## src/rtl/term_cmd_decoder_pkg.sv

```systemverilog
// Shared constants, FSM state codes and the byte classifier for the terminal
// command decoder.
package term_cmd_decoder_pkg;

    localparam logic [7:0] ASCII_FF    = 8'h0C;
    localparam logic [7:0] ASCII_ESC   = 8'h1B;
    localparam logic [7:0] ASCII_SPACE = 8'h20;
    localparam logic [7:0] ASCII_TILDE = 8'h7E;
    localparam logic [7:0] ASCII_C     = 8'h63;

    localparam logic [1:0] ST_IDLE = 2'd0;
    localparam logic [1:0] ST_RD   = 2'd1;
    localparam logic [1:0] ST_DEC  = 2'd2;
    localparam logic [1:0] ST_HOLD = 2'd3;

    typedef enum logic [1:0] {
        CMD_NONE,
        CMD_PUT,
        CMD_CLEAR
    } cmd_e;

    typedef struct packed {
        cmd_e cmd;
        logic esc_next;
    } decode_t;

    // Maps (escape pending, byte) to the command to emit and the next escape flag.
    function automatic decode_t classify(input logic esc, input logic [7:0] b);
        decode_t d;
        d.cmd      = CMD_NONE;
        d.esc_next = 1'b0;
        if (!esc) begin
            if (b >= ASCII_SPACE && b <= ASCII_TILDE) d.cmd = CMD_PUT;
            else if (b == ASCII_FF)                   d.cmd = CMD_CLEAR;
            else if (b == ASCII_ESC)                  d.esc_next = 1'b1;
        end else begin
            if (b == ASCII_C)        d.cmd = CMD_CLEAR;
            else if (b == ASCII_ESC) d.esc_next = 1'b1;
        end
        return d;
    endfunction

endpackage

```

## src/rtl/term_cmd_decoder_if.sv

```systemverilog
// Byte input, busy feedback and command outputs of the terminal command decoder.
interface term_cmd_decoder_if #(
    parameter int FIFO_AW = 4
);
    logic [7:0]       i_rx_byte;
    logic             i_rx_valid;
    logic             i_busy;
    logic             o_putchar;
    logic [7:0]       o_char;
    logic             o_clearhome;
    logic             o_overflow;
    logic [FIFO_AW:0] o_fifo_level;

    modport master (
        output i_rx_byte, i_rx_valid, i_busy,
        input  o_putchar, o_char, o_clearhome, o_overflow, o_fifo_level
    );

    modport slave (
        input  i_rx_byte, i_rx_valid, i_busy,
        output o_putchar, o_char, o_clearhome, o_overflow, o_fifo_level
    );
endinterface

```

## src/rtl/term_cmd_decoder_sync_fifo.sv

```systemverilog
// Single-clock FIFO with registered read data; a push into a full FIFO is
// accepted when a pop happens in the same cycle.
module sync_fifo #(
    parameter int AW = 4,
    parameter int DW = 8
) (
    input  logic          i_clk,
    input  logic          i_rst,
    input  logic          i_push,
    input  logic [DW-1:0] i_wr_data,
    input  logic          i_pop,
    output logic [DW-1:0] o_rd_data,
    output logic [AW:0]   o_level,
    output logic          o_full,
    output logic          o_empty
);
    localparam int DEPTH = 1 << AW;

    logic [DW-1:0] mem [DEPTH];
    logic [AW:0]   wr_ptr;
    logic [AW:0]   rd_ptr;
    logic          pop_ok;
    logic          push_ok;

    // Extra pointer bit distinguishes full from empty when the indices match.
    assign o_empty = (wr_ptr == rd_ptr);
    assign o_full  = (wr_ptr[AW] != rd_ptr[AW]) && (wr_ptr[AW-1:0] == rd_ptr[AW-1:0]);
    assign o_level = wr_ptr - rd_ptr;
    assign pop_ok  = i_pop && !o_empty;
    assign push_ok = i_push && (!o_full || pop_ok);

    always_ff @(posedge i_clk or posedge i_rst) begin
        if (i_rst) begin
            wr_ptr    <= '0;
            rd_ptr    <= '0;
            o_rd_data <= '0;
        end else begin
            if (push_ok) wr_ptr <= wr_ptr + 1'b1;
            if (pop_ok) begin
                rd_ptr    <= rd_ptr + 1'b1;
                o_rd_data <= mem[rd_ptr[AW-1:0]];
            end
        end
    end

    // NOTE: storage has no reset; the pointers alone define which entries are valid.
    always_ff @(posedge i_clk) begin
        if (push_ok) mem[wr_ptr[AW-1:0]] <= i_wr_data;
    end

endmodule

```

## src/rtl/term_cmd_decoder.sv

```systemverilog
// Buffers received bytes and decodes them into paced putchar/clearhome pulses
// for the text controller.
module term_cmd_decoder
    import term_cmd_decoder_pkg::*;
#(
    parameter int FIFO_AW   = 4,
    parameter int CLR_GUARD = 4
) (
    input  logic                 i_clk,
    input  logic                 i_rst,
    term_cmd_decoder_if.slave    bus
);
    localparam logic [3:0] GUARD_INIT = 4'(CLR_GUARD);

    logic [1:0]       state;
    logic             esc;
    logic [3:0]       guard_cnt;
    logic             putchar_q;
    logic             clear_q;
    logic [7:0]       char_q;
    logic             overflow_q;

    logic             pop;
    logic             drop;
    logic [7:0]       rd_data;
    logic [FIFO_AW:0] fifo_level;
    logic             fifo_full;
    logic             fifo_empty;
    decode_t          decode;

    sync_fifo #(
        .AW (FIFO_AW),
        .DW (8)
    ) u_fifo (
        .i_clk     (i_clk),
        .i_rst     (i_rst),
        .i_push    (bus.i_rx_valid),
        .i_wr_data (bus.i_rx_byte),
        .i_pop     (pop),
        .o_rd_data (rd_data),
        .o_level   (fifo_level),
        .o_full    (fifo_full),
        .o_empty   (fifo_empty)
    );

    // Popping only while the controller is idle keeps commands out of a running scroll.
    assign pop    = (state == ST_IDLE) && !fifo_empty && !bus.i_busy;
    assign drop   = bus.i_rx_valid && fifo_full && !pop;
    assign decode = classify(esc, rd_data);

    always_ff @(posedge i_clk or posedge i_rst) begin
        if (i_rst) begin
            state      <= ST_IDLE;
            esc        <= 1'b0;
            guard_cnt  <= '0;
            putchar_q  <= 1'b0;
            clear_q    <= 1'b0;
            char_q     <= '0;
            overflow_q <= 1'b0;
        end else begin
            // NOTE: non-blocking defaults make each pulse last exactly one cycle;
            // a later assignment in the same block wins.
            putchar_q <= 1'b0;
            clear_q   <= 1'b0;
            if (drop) overflow_q <= 1'b1;

            case (state)
                ST_IDLE: if (pop) state <= ST_RD;
                ST_RD:   state <= ST_DEC;
                ST_DEC: begin
                    esc   <= decode.esc_next;
                    state <= ST_IDLE;
                    case (decode.cmd)
                        CMD_PUT: begin
                            putchar_q <= 1'b1;
                            char_q    <= rd_data;
                        end
                        CMD_CLEAR: begin
                            clear_q   <= 1'b1;
                            guard_cnt <= GUARD_INIT;
                            state     <= ST_HOLD;
                        end
                        default: ;
                    endcase
                end
                ST_HOLD: begin
                    // Give the controller time to raise busy before trusting it.
                    if (guard_cnt != 4'd0)  guard_cnt <= guard_cnt - 1'b1;
                    else if (!bus.i_busy)   state <= ST_IDLE;
                end
                default: state <= ST_IDLE;
            endcase
        end
    end

    assign bus.o_putchar    = putchar_q;
    assign bus.o_clearhome  = clear_q;
    assign bus.o_char       = char_q;
    assign bus.o_overflow   = overflow_q;
    assign bus.o_fifo_level = fifo_level;

endmodule
```

## src/flat_wrapper.sv

```systemverilog
// flat-port wrapper written by rule: the top's interface ports become plain ports
module term_cmd_decoder_flat import term_cmd_decoder_pkg::*;
#(
    parameter int FIFO_AW   = 4,
    parameter int CLR_GUARD = 4
)
  (i_clk, i_rst, bus_i_rx_byte, bus_i_rx_valid, bus_i_busy, bus_o_putchar, bus_o_char, bus_o_clearhome, bus_o_overflow, bus_o_fifo_level);
  term_cmd_decoder_if #(.FIFO_AW(FIFO_AW)) bus_i ();
  input  logic i_clk;
  input  logic i_rst;
  input wire logic [$bits(bus_i.i_rx_byte)-1:0] bus_i_rx_byte;
  input wire logic [$bits(bus_i.i_rx_valid)-1:0] bus_i_rx_valid;
  input wire logic [$bits(bus_i.i_busy)-1:0] bus_i_busy;
  output wire logic [$bits(bus_i.o_putchar)-1:0] bus_o_putchar;
  output wire logic [$bits(bus_i.o_char)-1:0] bus_o_char;
  output wire logic [$bits(bus_i.o_clearhome)-1:0] bus_o_clearhome;
  output wire logic [$bits(bus_i.o_overflow)-1:0] bus_o_overflow;
  output wire logic [$bits(bus_i.o_fifo_level)-1:0] bus_o_fifo_level;
  assign bus_i.i_rx_byte = bus_i_rx_byte;
  assign bus_i.i_rx_valid = bus_i_rx_valid;
  assign bus_i.i_busy = bus_i_busy;
  assign bus_o_putchar = bus_i.o_putchar;
  assign bus_o_char = bus_i.o_char;
  assign bus_o_clearhome = bus_i.o_clearhome;
  assign bus_o_overflow = bus_i.o_overflow;
  assign bus_o_fifo_level = bus_i.o_fifo_level;
  term_cmd_decoder #(.FIFO_AW(FIFO_AW), .CLR_GUARD(CLR_GUARD)) u_core (.i_clk(i_clk), .i_rst(i_rst), .bus(bus_i));
endmodule
```

## config.mk

```make
export PLATFORM = sky130hd
export DESIGN_NAME = term_cmd_decoder_flat
export DESIGN_NICKNAME = d
export VERILOG_FILES = /design/src/rtl/term_cmd_decoder_pkg.sv /design/src/rtl/term_cmd_decoder_if.sv /design/src/rtl/term_cmd_decoder_sync_fifo.sv /design/src/rtl/term_cmd_decoder.sv /design/src/flat_wrapper.sv
export SDC_FILE = /design/constraint.sdc
export NUM_CORES = 1
export LEC_CHECK = 0
export BUFFER_PORTS_ARGS = -buffer_cell sky130_fd_sc_hd__buf_2
export CORE_UTILIZATION = 61
export DETAILED_ROUTE_END_ITERATION = 10
export HOLD_SLACK_MARGIN = 0.03
export PLACE_DENSITY = 0.89
export SYNTH_ARGS = -nofsm -noshare
export SYNTH_HDL_FRONTEND = slang
export SYNTH_SLANG_ARGS = --single-unit
```

## constraint.sdc

```tcl
create_clock -name i_clk -period 3.5 [get_ports i_clk]
set_input_delay 0.35 -clock i_clk [delete_from_list [all_inputs] [get_ports i_clk]]
set_output_delay 0.35 -clock i_clk [all_outputs]
set_load 0.05 [all_outputs]
```

==> flow_metrics.tcl <==
set metrics [dict create \
    status "finished, final reports clean" \
    power.leakage_nw 2.70 \
    synth_nets 403 \
    maxCapViolations 0 \
    fin_worst_skew_ps 10.3 \
    gp_congestion 0.849 \
    area.growth.synth_to_final_pct 12.2 \
    powerDensity_nw_per_um2 925 \
    cts.repair.resized 0 \
    synth_top_area_cell "edfxtp_1" \
    core_area_um2 10500 \
    htreeDepth 4 \
    first_pass_iters 4 \
    wire_per_inst_um 23.1 \
    antenna_left 0 \
    antenna_found_initial 0 \
    critPathLaunchType "flop" \
    ys_types 47 \
    grt_overflow 0 \
    cts_tree "built" \
    setup_tns_ps 0 \
    slew_headroom_pct 24.6 \
    hpwl_um 8540 \
    synth_top_area_share_pct 57.2 \
    reg2reg_from "u_core.u_fifo.rd_ptr[3]$_DFFE_PP0P_" \
    fp.dieH_um 107 \
    grt.total_usage_pct 25.8 \
    worst_setup_path_end_kind "flop" \
    synth_area_um2 6720 \
    cp.arrival_ps 3260 \
    placed_cell_area_um2 7000 \
    grt_pass1_wl_um 20700 \
    crit_start "u_core.u_fifo.rd_ptr[3]$_DFFE_PP0P_" \
    hold_class "input pin to asynchronous set/reset pin" \
    finalCritPeriodShare_pct 89.1 \
    async_flop_share_pct 22.0 \
    post_cts_buffers 0 \
    critPathMaxFanout 11 \
    rsz0062_at_grt "false" \
    nets 442 \
    r2r_cells 6 \
    viasPerCell 6.28 \
    holdWs_ps 69.8 \
    clock_latency_ps 520 \
    worst_slack_ps 382 \
    fin_crit_ps 3120 \
    cts_made_buffers 17 \
    worstSetupPathType "flop to flop" \
    fmax_mhz 321 \
    synth_top_cells_by_area "edfxtp_1 57%, dfrtp_1 13%, mux4_2 11%" \
    cts_sinks 164 \
    cp.required_ps 3640 \
    place_ws_ps 431 \
    io_pins 28 \
    fin_area_um2 7530 \
    clk_path_buf_depth 2 \
    drc 0 \
    die_area_um2 11400 \
    num_rows 37 \
    setup_viol 0 \
    grt_max_degree 36 \
    drtIter0Drc 312 \
    yosysWarnings 0 \
    holdBufCountCts 0 \
    worst_pin_slew_ps 1120 \
    ir_drop_mv 0.993 \
    die_w_um 107 \
    syn_avg_cell_area_um2 17.7 \
    grt_pass1_vias 3668 \
    initial_core_util_pct 63.9 \
    synthCells 380 \
    synth_edf_count 128 \
    path_clk_slew_ps 60 \
    portBuffers 27 \
    drv_slew 0 \
    hold_viol 0 \
    n_antenna_cell 0 \
    vias 3569 \
    finalWirelength_um 13100 \
    synth-seq-cells 164 \
    ys.flop_type "edfxtp_1" \
    drive_gt1_share_pct 25.7 \
    clockRootBuffer "clkbuf_8" \
    seq_area_frac_synth_pct 70.7 \
]
-- cell type report --
class	count	area, um2
clock inverter	12	109
timing repair buffer	34	188
clock buffer	20	425
sequential	164	4740
multi-input combinational	189	1850
tap	136	170
inverter	13	48.8
fill	606	2970
-- power breakdown --
part	switching (mW)	leakage, nW	internal [mW]
sequential	0.261	1.61	2.44
clock	0.730	0.249	0.943
combinational	1.63	0.840	0.965
total	2.62	2.70	4.35
-- sequential cells by signal (all words and copies together) (netlist names) --
register	cells
u_core.guard_cnt	4
u_core.u_fifo.rd_ptr	5
u_core.u_fifo.o_rd_data	8
u_core.u_fifo.wr_ptr	5
u_core.bus.o_putchar	1
u_core.bus.o_char	8
u_core.esc	1
u_core.u_fifo.mem	128
u_core.bus.o_overflow	1
u_core.bus.o_clearhome	1
u_core.state	2
-- through the flow --
stage | util (%) | std cells | total power [mW]
2_1_floorplan | - | 380 | 4.68
3_3_place_gp | 66.6 | 536 | 5.21
3_5_place_dp | 66.6 | 536 | 5.32
4_1_cts | 71.7 | 568 | 7.00
5_1_grt | 71.7 | 568 | 7.30
6_report | 71.7 | 568 | 6.97
-- synth_stat cells, drive strengths merged (2+ instances only) --
cell type / n
a21o: 3
a21oi: 10
a22o: 9
a31oi: 2
and3: 2
buf: 10
clkbuf: 4
dfrtp: 36
edfxtp: 128
ha: 10
inv: 12
mux2: 7
mux2i: 8
mux4: 32
nand2: 10
nand2b: 3
nand3b: 2
nand4: 6
nor2: 32
nor3: 8
nor4: 2
o21ai: 13
or3: 2
xnor2: 12
xor2: 3
-- routing by layer --
metal	vias up	wire [um]	global-route usage [%]	share of wire (%)
li1	1567	-	-	-
met1	1832	5360	33.8	41
met2	152	6650	41.5	51
met3	18	862	7.60	6.6
met4	0	214	9.30	1.6
met5	-	0	0	0
-- placed cells by master, fill, tap and decap left out, types with 6 or more instances in the layout --
master / Yosys / routed
mux2i_1: 8 / 8
mux2_2: 7 / 7
inv_1: 12 / 12
mux4_2: 32 / 32
xnor2_1: 12 / 12
nor3_1: 7 / 7
buf_4: 4 / 7
dfrtp_1: 36 / 36
clkbuf_16: 0 / 16
buf_2: 4 / 27
a21oi_1: 10 / 10
edfxtp_1: 128 / 128
o21ai_0: 12 / 12
nor2_1: 32 / 32
nand2_1: 10 / 10
a22o_1: 8 / 8
ha_1: 10 / 10
nand4_1: 6 / 6
-- critical path: stages, from the launching register on --
cell	delay (ps)
dfrtp_1	530
inv_1	200
ha_1	370
nand4_1	210
o31a_1	360
nand2_1	200
nor3_1	860
-- worst paths after layout --
| path | slack (ps) | endpoint |
|---|---|---|
| hold / removal | 70 | u_core.bus.o_char[7]$_DFFE_PP0P_ |
| max in group asynchronous | 2710 | u_core.u_fifo.o_rd_data[5]$_DFFE_PP0P_ |
| setup reg to reg | 380 | u_core.u_fifo.mem[0][4]$_DFFE_PP_ |
| min in group i_clk | 70 | u_core.bus.o_overflow$_DFFE_PP0P_ |
| setup / recovery | 380 | u_core.u_fifo.mem[0][4]$_DFFE_PP_ |
| hold reg to reg | 460 | u_core.bus.o_overflow$_DFFE_PP0P_ |
-- logic make-up after synthesis --
family / count (synthesis) / synth area share [%]
AND/OR/NAND/NOR: 73 / 5.50
multiplexers: 47 / 13.1
buffers and inverters: 27 / 1.81
XOR/XNOR: 15 / 1.96
adder cells (fa/ha/maj): 11 / 2.16
flip-flops: 164 / 70.7
AO/OA/AOI/OAI: 43 / 4.83
Power figures use the tool's default switching activity.
